File: config.mk
export PLATFORM = sky130hd
export DESIGN_NAME = ps2_host_tx
export DESIGN_NICKNAME = d
export VERILOG_FILES = /design/src/rtl/ps2_pkg.sv /design/src/rtl/ps2_line_sync.sv /design/src/rtl/ps2_host_tx.sv
export SDC_FILE = /design/constraint.sdc
export NUM_CORES = 1
export LEC_CHECK = 0
export ABC_CLOCK_PERIOD_IN_PS = 2500
export CAP_MARGIN = 10
export CORE_MARGIN = 4
export CORE_UTILIZATION = 30
export DETAILED_ROUTE_END_ITERATION = 8
export GPL_ROUTABILITY_DRIVEN = 1
export PLACE_DENSITY_LB_ADDON = 0.1
export SLEW_MARGIN = 20
export SYNTH_ARGS = -nofsm -noshare
export SYNTH_HDL_FRONTEND = slang
export SYNTH_SLANG_ARGS = --single-unit
File: constraint.sdc
create_clock -name clk -period 2.5 [get_ports clk]
set_clock_uncertainty 0.05 [all_clocks]
set_input_delay 0.5 -clock clk [delete_from_list [all_inputs] [get_ports clk]]
set_output_delay 0.5 -clock clk [all_outputs]
set_load 0.05 [all_outputs]
File: src/rtl/ps2_pkg.sv
// Shared PS/2 definitions: host transmitter state encoding, frame edge
// positions, idle line level and the odd-parity helper.
package ps2_pkg;

  typedef enum logic [2:0] {
    IDLE,
    INHIBIT,
    REQ,
    XFER,
    WAIT_IDLE
  } ps2State_e;

  // Device falling-edge numbers within a host-to-device frame
  localparam int unsigned PS2_FRAME_EDGES = 11;
  localparam int unsigned PS2_ACK_EDGE    = 11;
  localparam int unsigned PS2_STOP_EDGE   = 10;
  localparam int unsigned PS2_PARITY_EDGE = 9;

  localparam int unsigned EDGE_W = 4;

  // Released open-collector lines float high through the pull-ups
  localparam logic PS2_IDLE_LEVEL = 1'b1;

  // PS/2 uses odd parity over the eight data bits
  function automatic logic oddParity(input logic [7:0] b);
    return ~^b;
  endfunction

endpackage

File: src/rtl/ps2_line_sync.sv
// Synchroniser and falling-edge detector for one PS/2 pad input.
// Ports:
//   clk, rst  - system clock, synchronous active-high reset
//   padIn     - raw asynchronous pad level
//   level     - synchronised level (SYNC_STAGES flops deep)
//   fall      - registered single-cycle strobe on a 1->0 of level
module ps2_line_sync
  import ps2_pkg::*;
#(
  parameter int unsigned SYNC_STAGES = 2
) (
  input  logic clk,
  input  logic rst,
  input  logic padIn,
  output logic level,
  output logic fall
);

  logic [SYNC_STAGES-1:0] chain;
  logic                   prev;

  assign level = chain[SYNC_STAGES-1];

  // Flops start at the idle level so reset never manufactures an edge
  always_ff @(posedge clk) begin
    if (rst) begin
      chain <= {SYNC_STAGES{PS2_IDLE_LEVEL}};
      prev  <= PS2_IDLE_LEVEL;
      fall  <= 1'b0;
    end else begin
      chain <= SYNC_STAGES'({chain, padIn});
      prev  <= chain[SYNC_STAGES-1];
      fall  <= prev & ~chain[SYNC_STAGES-1];
    end
  end

endmodule

File: src/rtl/ps2_host_tx.sv
// Host-to-device PS/2 transmitter: inhibits the bus, requests to send,
// shifts one command byte out on device clock edges and checks the ACK.
// Ports:
//   clk, rst                 - system clock, synchronous active-high reset
//   tx_data, tx_valid        - command byte and send request
//   tx_ready                 - high only while idle (accept = valid && ready)
//   ps2_clk_i, ps2_data_i    - pad inputs
//   ps2_clk_oe, ps2_data_oe  - 1 pulls the matching line low
//   busy                     - high whenever not idle
//   tx_done, tx_error        - one-cycle completion / failure pulses
module ps2_host_tx
  import ps2_pkg::*;
#(
  parameter int unsigned INHIBIT_CYCLES = 10000,
  parameter int unsigned TIMEOUT_CYCLES = 2000000,
  parameter int unsigned SYNC_STAGES    = 2
) (
  input  logic       clk,
  input  logic       rst,
  input  logic [7:0] tx_data,
  input  logic       tx_valid,
  output logic       tx_ready,
  input  logic       ps2_clk_i,
  input  logic       ps2_data_i,
  output logic       ps2_clk_oe,
  output logic       ps2_data_oe,
  output logic       busy,
  output logic       tx_done,
  output logic       tx_error
);

  localparam int unsigned INH_W = $clog2(INHIBIT_CYCLES + 1);
  localparam int unsigned TO_W  = $clog2(TIMEOUT_CYCLES + 1);

  ps2State_e          state;
  logic [7:0]         shreg;
  logic               parity;
  logic [EDGE_W-1:0]  edgeCnt;
  logic [INH_W-1:0]   inhCnt;
  logic [TO_W-1:0]    toCnt;
  logic               clkSync;
  logic               clkFall;
  logic               dataSync;
  logic               unusedDataFall;
  logic               toHit;

  ps2_line_sync #(.SYNC_STAGES(SYNC_STAGES)) uClkSync (
    .clk   (clk),
    .rst   (rst),
    .padIn (ps2_clk_i),
    .level (clkSync),
    .fall  (clkFall)
  );

  ps2_line_sync #(.SYNC_STAGES(SYNC_STAGES)) uDataSync (
    .clk   (clk),
    .rst   (rst),
    .padIn (ps2_data_i),
    .level (dataSync),
    .fall  (unusedDataFall)
  );

  assign toHit = (toCnt == TO_W'(TIMEOUT_CYCLES - 1));

  // Transmit sequencer; every transition back to IDLE releases both lines
  always_ff @(posedge clk) begin
    if (rst) begin
      state       <= IDLE;
      shreg       <= '0;
      parity      <= 1'b0;
      edgeCnt     <= '0;
      inhCnt      <= '0;
      toCnt       <= '0;
      ps2_clk_oe  <= 1'b0;
      ps2_data_oe <= 1'b0;
      tx_ready    <= 1'b1;
      busy        <= 1'b0;
      tx_done     <= 1'b0;
      tx_error    <= 1'b0;
    end else begin
      tx_done  <= 1'b0;
      tx_error <= 1'b0;
      unique case (state)
        IDLE: begin
          // Accepting aborts any frame the device may have started
          if (tx_valid && tx_ready) begin
            shreg       <= tx_data;
            parity      <= oddParity(tx_data);
            edgeCnt     <= '0;
            toCnt       <= '0;
            inhCnt      <= INH_W'(INHIBIT_CYCLES - 1);
            ps2_clk_oe  <= 1'b1;
            ps2_data_oe <= (INHIBIT_CYCLES == 1);
            tx_ready    <= 1'b0;
            busy        <= 1'b1;
            state       <= INHIBIT;
          end
        end
        INHIBIT: begin
          // Down-count; start bit goes out during the final held-low cycle
          if (inhCnt == '0) begin
            ps2_clk_oe <= 1'b0;
            state      <= REQ;
          end else begin
            inhCnt <= inhCnt - 1'b1;
            if (inhCnt == INH_W'(1)) ps2_data_oe <= 1'b1;
          end
        end
        REQ, XFER: begin
          if (clkFall) begin
            toCnt   <= '0;
            edgeCnt <= edgeCnt + 1'b1;
            state   <= XFER;
            // edgeCnt still holds the previous edge number here
            if (edgeCnt < EDGE_W'(PS2_PARITY_EDGE - 1)) begin
              ps2_data_oe <= ~shreg[edgeCnt[2:0]];
            end else if (edgeCnt == EDGE_W'(PS2_PARITY_EDGE - 1)) begin
              ps2_data_oe <= ~parity;
            end else if (edgeCnt == EDGE_W'(PS2_STOP_EDGE - 1)) begin
              ps2_data_oe <= 1'b0;
            end else begin
              ps2_data_oe <= 1'b0;
              if (!dataSync) begin
                state <= WAIT_IDLE;
              end else begin
                tx_error <= 1'b1;
                tx_ready <= 1'b1;
                busy     <= 1'b0;
                state    <= IDLE;
              end
            end
          end else if (toHit) begin
            ps2_clk_oe  <= 1'b0;
            ps2_data_oe <= 1'b0;
            tx_error    <= 1'b1;
            tx_ready    <= 1'b1;
            busy        <= 1'b0;
            state       <= IDLE;
          end else begin
            toCnt <= toCnt + 1'b1;
          end
        end
        WAIT_IDLE: begin
          if (clkSync && dataSync) begin
            tx_done  <= 1'b1;
            tx_ready <= 1'b1;
            busy     <= 1'b0;
            state    <= IDLE;
          end else if (toHit) begin
            ps2_clk_oe  <= 1'b0;
            ps2_data_oe <= 1'b0;
            tx_error    <= 1'b1;
            tx_ready    <= 1'b1;
            busy        <= 1'b0;
            state       <= IDLE;
          end else begin
            toCnt <= toCnt + 1'b1;
          end
        end
        default: begin
          ps2_clk_oe  <= 1'b0;
          ps2_data_oe <= 1'b0;
          tx_ready    <= 1'b1;
          busy        <= 1'b0;
          state       <= IDLE;
        end
      endcase
    end
  end

endmodule

==> results of run 1 <==
[per-stage QoR]
step	total power (W)	worst slack [ns]	util, %	area (um2)
floorplan	0.00214	0.305	-	3270
global placement	0.00251	0.00391	34.8	3640
detailed placement	0.00251	0.0103	34.8	3640
CTS	0.00334	0.252	36.4	3810
global route	0.00353	0.184	36.4	3810
finish	0.00329	0.290	36.4	3810
[worst register-to-register path, delay by kind of cell (launching register included)]
family,cells,cell delay [ns]
compound gates,4,0.66
simple gates,1,0.50
flops,1,0.46
buf+inv,2,0.40
[worst max-delay path by stage]
stage                           from                     end  slack, ns  depth (start not counted)
2_1_floorplan  tx_ready$_SDFFE_PP1P_  toCnt[15]$_SDFFE_PP0P_       0.30                          6
3_3_place_gp                tx_valid  toCnt[19]$_SDFFE_PP0P_      0.004                          7
3_5_place_dp                tx_valid  toCnt[19]$_SDFFE_PP0P_       0.01                          7
4_1_cts        tx_ready$_SDFFE_PP1P_                tx_ready       0.25                          1
5_1_grt        state[0]$_SDFFE_PP0P_  inhCnt[2]$_SDFFE_PP0P_       0.18                          5
6_report       tx_ready$_SDFFE_PP1P_                tx_ready       0.29                          1
[logic make-up (layout without fill, tap and decap cells)]
group,Yosys count,after routing,share of synthesized area (%)
AO/OA/AOI/OAI,88,88,17.3
XOR/XNOR,32,32,8.58
adder cells (fa/ha/maj),7,7,2.68
buffers and inverters,31,60,4.52
flip-flops,63,63,38.6
multiplexers,4,4,1.99
AND/OR/NAND/NOR,158,158,26.4
[per-layer routing]
metal  vias up  GRT usage [%]  routed length [um]
met5         -              0                   0
met4         0           4.73                  85
met3         6           3.13                 269
met2        32           21.3                3700
met1      1300           16.7                3760
li1       1440              -                   -
[flip-flops by register name (all words and copies together), names as in the netlist, 2 cells and up]
register and count:
toCnt 21, inhCnt 14, edgeCnt 4, uDataSync.chain 2, shreg 8, state 3
uClkSync.chain 2
[report_power, final]
part | internal, W | switching [W] | leakage (nW) | total, W
clock | 0.000423 | 0.000380 | 0.0902 | 0.000803
combinational | 0.000510 | 0.000692 | 0.749 | 0.00120
sequential | 0.00114 | 0.000145 | 0.514 | 0.00129
total | 0.00207 | 0.00122 | 1.35 | 0.00329
[synthesized netlist by cell type (all sizes together) (3+ instances only)]
master	n	area share (%)
a21oi	33	5.1
nor3b	3	0.69
nor4	5	0.96
or2	9	1.7
nor4b	3	1.3
nand2	36	4.1
a211oi	7	1.6
or3	4	0.92
and3	6	1.1
o211ai	3	0.69
a2111oi	5	1.5
nor2b	3	0.57
a31oi	5	0.96
nor2	35	4.0
or4	4	0.92
xor2	15	4.0
dfxtp	63	39
ha	7	2.7
o21bai	3	0.69
o21ai	12	1.8
nor3	11	1.7
inv	12	1.4
xnor2	17	4.6
o31ai	5	1.1
clkbuf	18	3.0
nand4	13	2.7
nand3	10	1.5
nand2b	4	0.77
and4	3	0.80
[final cells by class]
cell class	count	share of cell area, %
clock buffer	12	4.33
inverter	12	1.18
timing repair buffer	35	8.07
clock inverter	1	0.131
multi-input combinational	289	48.7
tap	136	4.46
sequential	63	33.1
==> results.yml, run 1 <==
synth:
  synth_top_flop_cell: "dfxtp_1"
  syn_nets: 403
  ys_seq_elements: 63
  ys.warnings.count: 0
  syn_avg_cell_area_um2: 8.53
  syn_inst: 383
  ys_types: 58
  yosysSeqAreaShare_pct: 38.6
  async_reset_ff_share_pct: 0
  syn_area_mm2: 0.00327
  synth-edff-count: 0
cts:
  cts_resized: 0
  cts_buffer_depth: 2
  numCtsBuffers: 9
  cts_hold_buf: 0
  cts_setup_buffers: 0
  insertion_delay_ns: 0.34
  cts.sinks: 63
  cts_htree_levels: 3
  cts_root_buf: "clkbuf_8"
  cts_tree: "done"
  clk_pin_slew_ns: 0.07
die:
  initial_utilization_pct: 31.2
  die_y_um: 112
  coreArea_mm2: 0.0105
  io_pins: 19
  die_area_mm2: 0.0126
  die_x_um: 112
  rows: 37
route:
  vias: 2778
  drc: 0
  drt_pass1_iterations: 4
  wl_um: 7810
  detail-route-antenna-nets: 0
  initialDrtViolationCount: 108
  avgViaCountPerCell: 5.07
  wl_per_cell_um: 14.3
finish:
  fin_cells: 548
  diodes: 0
  final_cell_mix: "dfxtp_1, nand2_1, nor2_1, a21oi_1, clkdlybuf4s50_1"
  nFillCells: 1160
  multi_input_area_mm2: 0.00186
  nets: 430
  area_growth_pct: 16.7
  ff_latch_area_mm2: 0.00126
  layout-drive-gt1-share_pct: 11.7
  mostFrequentLayoutCell: "dfxtp_1"
grt:
  grt_max_degree: 17
  grt_pass1_vias: 2708
  grt_first_pass_wirelength_um: 13300
  grt_util_all_layers_pct: 13.0
  gr-total-overflow: 0
  antenna_found_initial: 0
timing:
  tns_ns: 0
  rsz0062_at_grt: "no"
  max_freq_mhz: 453
  finalCriticalPeriod_ns: 2.21
  fin_crit_sh_pct: 88.4
  whs_ns: 0.364
  slew_viol_final: 0
  setup_viol: 0
  worst_pin_slew_ns: 0.604
  hold_violations: 0
  slew_headroom_pct: 58.7
critical_path:
  cp_num_buf_inv: 1
  end_kind: "output port"
  worstPathRequired_ns: 1.95
  crit_fanout: 7
  r2r_end: "toCnt[19]$_SDFFE_PP0P_"
  reg2regPathDepth: 7
  path_cells: "clkdlybuf4s50_1"
  critPathLaunchType: "flip-flop"
  path_class: "flip-flop to output port"
  critPathSlowestCell: "clkdlybuf4s50_1"
  slowest_delay_ns: 0.86
  r2r-start: "state[1]$_SDFFE_PP0P_"
  cp_top_family: "buffers and inverters"
  critPathArrivalTime_ns: 1.66
  rrSetupSlack_ns: 0.37
pwr:
  max-vdd-ir-drop_uv: 462
  leakagePower_nw: 1.35
  powerDensity_mw_per_mm2: 863
outcome:
  run_status: "completed"
placement:
  placed_cells: 535
  portBuffers: 18
  hpwl_um: 5750
  place_congestion: 0.788
min_path:
  holdPathStages: 2
  hp-class: "flip-flop to flip-flop"
  min_from: "uClkSync.prev$_SDFF_PP1_"
  hold_end: "uClkSync.fall$_SDFF_PP0_"
flow_run:
  maxCapViolCount: 0
Power figures use the tool's default switching activity.
==> run 2, diff against run 1 <==
--- a/config.mk
+++ b/config.mk
@@ -7,7 +7,7 @@
 export LEC_CHECK = 0
 export ABC_CLOCK_PERIOD_IN_PS = 2500
 export CAP_MARGIN = 10
-export CORE_MARGIN = 4
+export CORE_MARGIN = 5
 export CORE_UTILIZATION = 30
 export DETAILED_ROUTE_END_ITERATION = 8
 export GPL_ROUTABILITY_DRIVEN = 1
==> run 2 against run 1 <==
  * First-iteration DRC count increased by 54%
  * Maximum frequency decreased by 2.8%
  * Design area decreased by 0.16%
  * Critical endpoint unchanged
==> results.yml, run 2 (same netlist as run 1, synthesis figures left out) <==
critical_path:
  critPathArrivalTime_ns: 1.72
  critPathLaunchType: "flip-flop"
  slowest_delay_ns: 0.87
  worstPathRequired_ns: 1.95
  cp_num_buf_inv: 1
  crit_fanout: 7
  path_cells: "clkdlybuf4s50_1"
  critPathSlowestCell: "clkdlybuf4s50_1"
  path_class: "flip-flop to output port"
  end_kind: "output port"
  cp_top_family: "buffers and inverters"
die:
  die_y_um: 114
  initial_utilization_pct: 30.4
  coreArea_mm2: 0.0107
  die_area_mm2: 0.0131
  io_pins: 19
  rows: 38
  die_x_um: 114
finish:
  area_growth_pct: 16.5
  stdcell_area_mm2: 0.00381
  nets: 431
  fin_cells: 553
  reg_top3: "toCnt (21), inhCnt (14), shreg (8)"
  regMostFlops: "toCnt"
  final_cell_mix: "dfxtp_1, nand2_1, nor2_1, a21oi_1"
  diodes: 0
  layout-drive-gt1-share_pct: 11.6
  largest_register_ffs: 21
  mostFrequentLayoutCell: "dfxtp_1"
cts:
  numCtsBuffers: 9
  cts_setup_buffers: 0
  cts_root_buf: "clkbuf_8"
  cts_htree_levels: 3
  insertion_delay_ns: 0.35
  cts_buffer_depth: 2
  cts_tree: "done"
  clk_pin_slew_ns: 0.06
  cts_resized: 0
  cts.sinks: 63
  cts_hold_buf: 0
route:
  wl_um: 7950
  drc: 0
  detail-route-antenna-nets: 0
  initialDrtViolationCount: 166
  vias: 2807
  drt_pass1_iterations: 4
  avgViaCountPerCell: 5.08
  wl_per_cell_um: 14.4
pwr:
  seqPwrFrac_pct: 39.7
  p_sw_share_pct: 37.5
  max-vdd-ir-drop_uv: 500
  p_switching_w: 0.00121
  leakagePower_nw: 1.35
  power_w: 0.00323
  p_clk_share_pct: 22.9
  powerDensity_mw_per_mm2: 848
  power.internal_w: 0.00202
  p_comb_share_pct: 37.5
grt:
  grt_pass1_vias: 2819
  grt_util_all_layers_pct: 13.3
  grt_max_degree: 18
  gr-total-overflow: 0
  grt_first_pass_wirelength_um: 13600
  antenna_found_initial: 0
timing:
  max_freq_mhz: 440
  slew_viol_final: 0
  finalCriticalPeriod_ns: 2.27
  fin_crit_sh_pct: 90.9
  slew_headroom_pct: 55.5
  hold_violations: 0
  whs_ns: 0.359
  rsz0062_at_grt: "no"
  worst_pin_slew_ns: 0.667
  setup_viol: 0
  worst_slack_ns: 0.227
placement:
  portBuffers: 18
  preCtsSetupSlack_ns: -0.0538
  place_area_mm2: 0.00365
  placed_cells: 540
  place_congestion: 0.831
  hpwl_um: 5800
min_path:
  hp-class: "flip-flop to flip-flop"
outcome:
  run_status: "completed"
flow_run:
  maxCapViolCount: 0
run 2: cell types whose count changed in the layout (fill, tap and decap cells not counted), sizes merged:
cell    previous run  this run
buf               17        18
clkinv             1         2
clkbuf            12        11
run 2: worst min-delay path: cells and delay by family, from the launching register on:
kind                   cells  cell delay (ns)
flip-flops                 1             0.29
buffers and inverters      1             0.04
AND/OR/NAND/NOR            1             0.03
run 2: worst paths after layout:
kind	start	end	slack [ns]	depth (start not counted)
worst max-delay path	tx_ready$_SDFFE_PP1P_	tx_ready	0.23	1
worst min-delay path	uClkSync.prev$_SDFF_PP1_	uClkSync.fall$_SDFF_PP0_	0.36	2
worst max register to register	state[1]$_SDFFE_PP0P_	toCnt[19]$_SDFFE_PP0P_	0.35	6
worst min register to register	uClkSync.prev$_SDFF_PP1_	uClkSync.fall$_SDFF_PP0_	0.36	2
run 2: power by group through the flow:
| stage | sequential, W | combinational (W) | clock (W) |
|---|---|---|---|
| after CTS | 0.00128 | 0.00122 | 0.000783 |
| after global placement | 0.00130 | 0.00122 | 0 |
| final | 0.00128 | 0.00121 | 0.000738 |
| after floorplan | 0.00133 | 0.000808 | 0 |
| after global routing | 0.00130 | 0.00136 | 0.000829 |
| after detailed placement | 0.00130 | 0.00122 | 0 |
run 2: final cells by class:
| type | count | area (um2) |
|---|---|---|
| fill | 1190 | 6940 |
| multi-input combinational | 289 | 1860 |
| inverter | 12 | 45.0 |
| tap | 140 | 175 |
| timing repair buffer | 36 | 315 |
| clock inverter | 2 | 10.0 |
| sequential | 63 | 1260 |
| clock buffer | 11 | 141 |
run 2: stage by stage:
stage | TNS [ns] | utilization [%]
after floorplan | 0 | -
after global placement | -0.0285 | 34.0
after detailed placement | -0.0661 | 34.0
after CTS | 0 | 35.4
after global routing | 0 | 35.4
final | 0 | 35.4
run 2: layer usage:
metal  share of wire, %  global-route usage [%]  wire length, um
met1                 49                    16.5             3870
met2                 46                    21.1             3660
met3                3.0                    3.81              241
met4                2.2                    6.49              176
met5                  0                       0                0
==> run 3, diff against run 2 <==
--- a/config.mk
+++ b/config.mk
@@ -6,11 +6,11 @@
 export NUM_CORES = 1
 export LEC_CHECK = 0
 export ABC_CLOCK_PERIOD_IN_PS = 2500
-export CAP_MARGIN = 10
 export CORE_MARGIN = 5
 export CORE_UTILIZATION = 30
 export DETAILED_ROUTE_END_ITERATION = 8
 export GPL_ROUTABILITY_DRIVEN = 1
+export GPL_TIMING_DRIVEN = 0
 export PLACE_DENSITY_LB_ADDON = 0.1
 export SLEW_MARGIN = 20
 export SYNTH_ARGS = -nofsm -noshare
==> run 3 against run 2 <==
  * Non-clock buffer count did not move
  * Core utilization grew 0.17 points
  * Total power grew 3.4%
  * Global-route usage shrank 0.15 points
  * Hold slack better by 0.00053 ns
  * Critical path type is now primary input to flip-flop
  * Largest power group unchanged
==> results.yml, run 3 (same netlist as run 1, synthesis figures left out) <==
outcome:
  run_status: "completed"
flow_run:
  maxCapViolCount: 0
cts:
  cts_root_buf: "clkbuf_8"
  cts_setup_buffers: 0
  cts_buffer_depth: 2
  clk_pin_slew_ns: 0.07
  numCtsBuffers: 9
  cts_htree_levels: 3
  cts_hold_buf: 0
  insertion_delay_ns: 0.34
  cts.sinks: 63
  cts_tree: "done"
critical_path:
  r2r-start: "state[1]$_SDFFE_PP0P_"
  cp_num_buf_inv: 2
  critPathLaunchType: "primary input"
  end_kind: "flip-flop"
  cp_top_family: "buffers and inverters"
  critPathSlowestCell: "clkdlybuf4s50_1"
  path_class: "primary input to flip-flop"
  slowest_delay_ns: 0.62
  startpoint: "tx_valid"
  crit_fanout: 10
  path_cells: "clkdlybuf4s50_1 -> a2111oi_4 -> a211oi_2 -> o21ai_1 -> buf_2 -> or4_1 -> a21oi_1"
  worstPathRequired_ns: 2.73
  critPathArrivalTime_ns: 2.54
die:
  rows: 38
  die_area_mm2: 0.0131
  initial_utilization_pct: 30.4
  die_y_um: 114
  io_pins: 19
  coreArea_mm2: 0.0107
  die_x_um: 114
placement:
  place_congestion: 0.784
  hpwl_um: 5970
  place_area_mm2: 0.00361
  portBuffers: 17
timing:
  slew_headroom_pct: 56.1
  whs_ns: 0.360
  max_freq_mhz: 432
  finalCriticalPeriod_ns: 2.32
  hold_violations: 0
  worst_pin_slew_ns: 0.658
  slew_viol_final: 0
  fin_crit_sh_pct: 92.7
  setup_viol: 0
  rsz0062_at_grt: "no"
grt:
  grt_pass1_vias: 2658
  gr-total-overflow: 0
  antenna_found_initial: 0
  grt_max_degree: 11
  grt_util_all_layers_pct: 13.1
  grt_first_pass_wirelength_um: 13700
pwr:
  max-vdd-ir-drop_uv: 483
  powerDensity_mw_per_mm2: 872
  leakagePower_nw: 1.33
finish:
  nets: 431
  ff_latch_area_mm2: 0.00126
  stdcell_area_mm2: 0.00382
  mostFrequentLayoutCell: "dfxtp_1"
  regMostFlops: "toCnt"
  nFillCells: 1179
  diodes: 0
  layout-drive-gt1-share_pct: 9.38
  multi_input_area_mm2: 0.00188
  area_growth_pct: 17.1
  reg_top3: "toCnt (21), inhCnt (14), shreg (8)"
  final_cell_mix: "dfxtp_1, nand2_1, nor2_1, a21oi_1"
  largest_register_ffs: 21
route:
  detail-route-antenna-nets: 0
  wl_per_cell_um: 14.8
  drc: 0
  maxUsedRoutingLayer: "met4"
  vias: 2809
  initialDrtViolationCount: 124
  route.met2.wl_um: 3800
  met3WireLength_um: 273
  avgViaCountPerCell: 5.05
  wl_um: 8210
  drt-met1-wl_um: 4040
  drt_pass1_iterations: 5
min_path:
  min_from: "uClkSync.prev$_SDFF_PP1_"
  hp-class: "flip-flop to flip-flop"
[run 3: layer usage]
layer	track usage, %	vias to the layer above
met5	0	-
met4	3.56	0
met3	2.91	9
met2	21.0	48
met1	17.9	1311
li1	-	1441
[run 3: cell type report]
type | instances | area share [%]
plain buffers | 19 | 2.72
clock buffers | 12 | 3.79
clock inverters | 4 | 1.18
inverters | 12 | 1.18
multi-input cells | 289 | 49.1
flip-flops and latches | 63 | 33.0
well taps | 140 | 4.58
repair buffers | 17 | 4.45
[run 3: tightest hold or removal path, cell delays in order, from the launching register on]
cell and delay (ns):
dfxtp_1 0.30, inv_1 0.04, nor2_1 0.03
[run 3: worst paths after layout]
kind / endpoint / slack [ns] / cells past startpoint
worst max register to register: toCnt[15]$_SDFFE_PP0P_ / 0.40 / 6
worst min register to register: uClkSync.fall$_SDFF_PP0_ / 0.36 / 2
worst min-delay path: uClkSync.fall$_SDFF_PP0_ / 0.36 / 2
worst max-delay path: toCnt[15]$_SDFFE_PP0P_ / 0.18 / 7
[run 3: stage by stage]
| step | util [%] | TNS, ns | total power (W) | worst slack, ns | std cells |
|---|---|---|---|---|---|
| floorplan | - | 0 | 0.00214 | 0.305 | 383 |
| global placement | 33.6 | -6.26 | 0.00245 | -0.440 | 540 |
| detailed placement | 33.6 | -5.37 | 0.00245 | -0.382 | 540 |
| CTS | 35.4 | 0 | 0.00335 | 0.0987 | 556 |
| global route | 35.6 | 0 | 0.00356 | 0.0784 | 556 |
| finish | 35.6 | 0 | 0.00334 | 0.184 | 556 |
[run 3: repair_timing]
item | in CTS | in global routing
endpoints found under the setup margin | 10 | 16
gates cloned | 0 | 0
gates resized for setup | 1 | 3
[run 3: report_power, final]
group	internal, W	total, W	switching (W)	leakage [nW]
logic	0.000464	0.00118	0.000712	0.712
registers	0.00114	0.00128	0.000138	0.514
clock network	0.000484	0.000883	0.000399	0.100
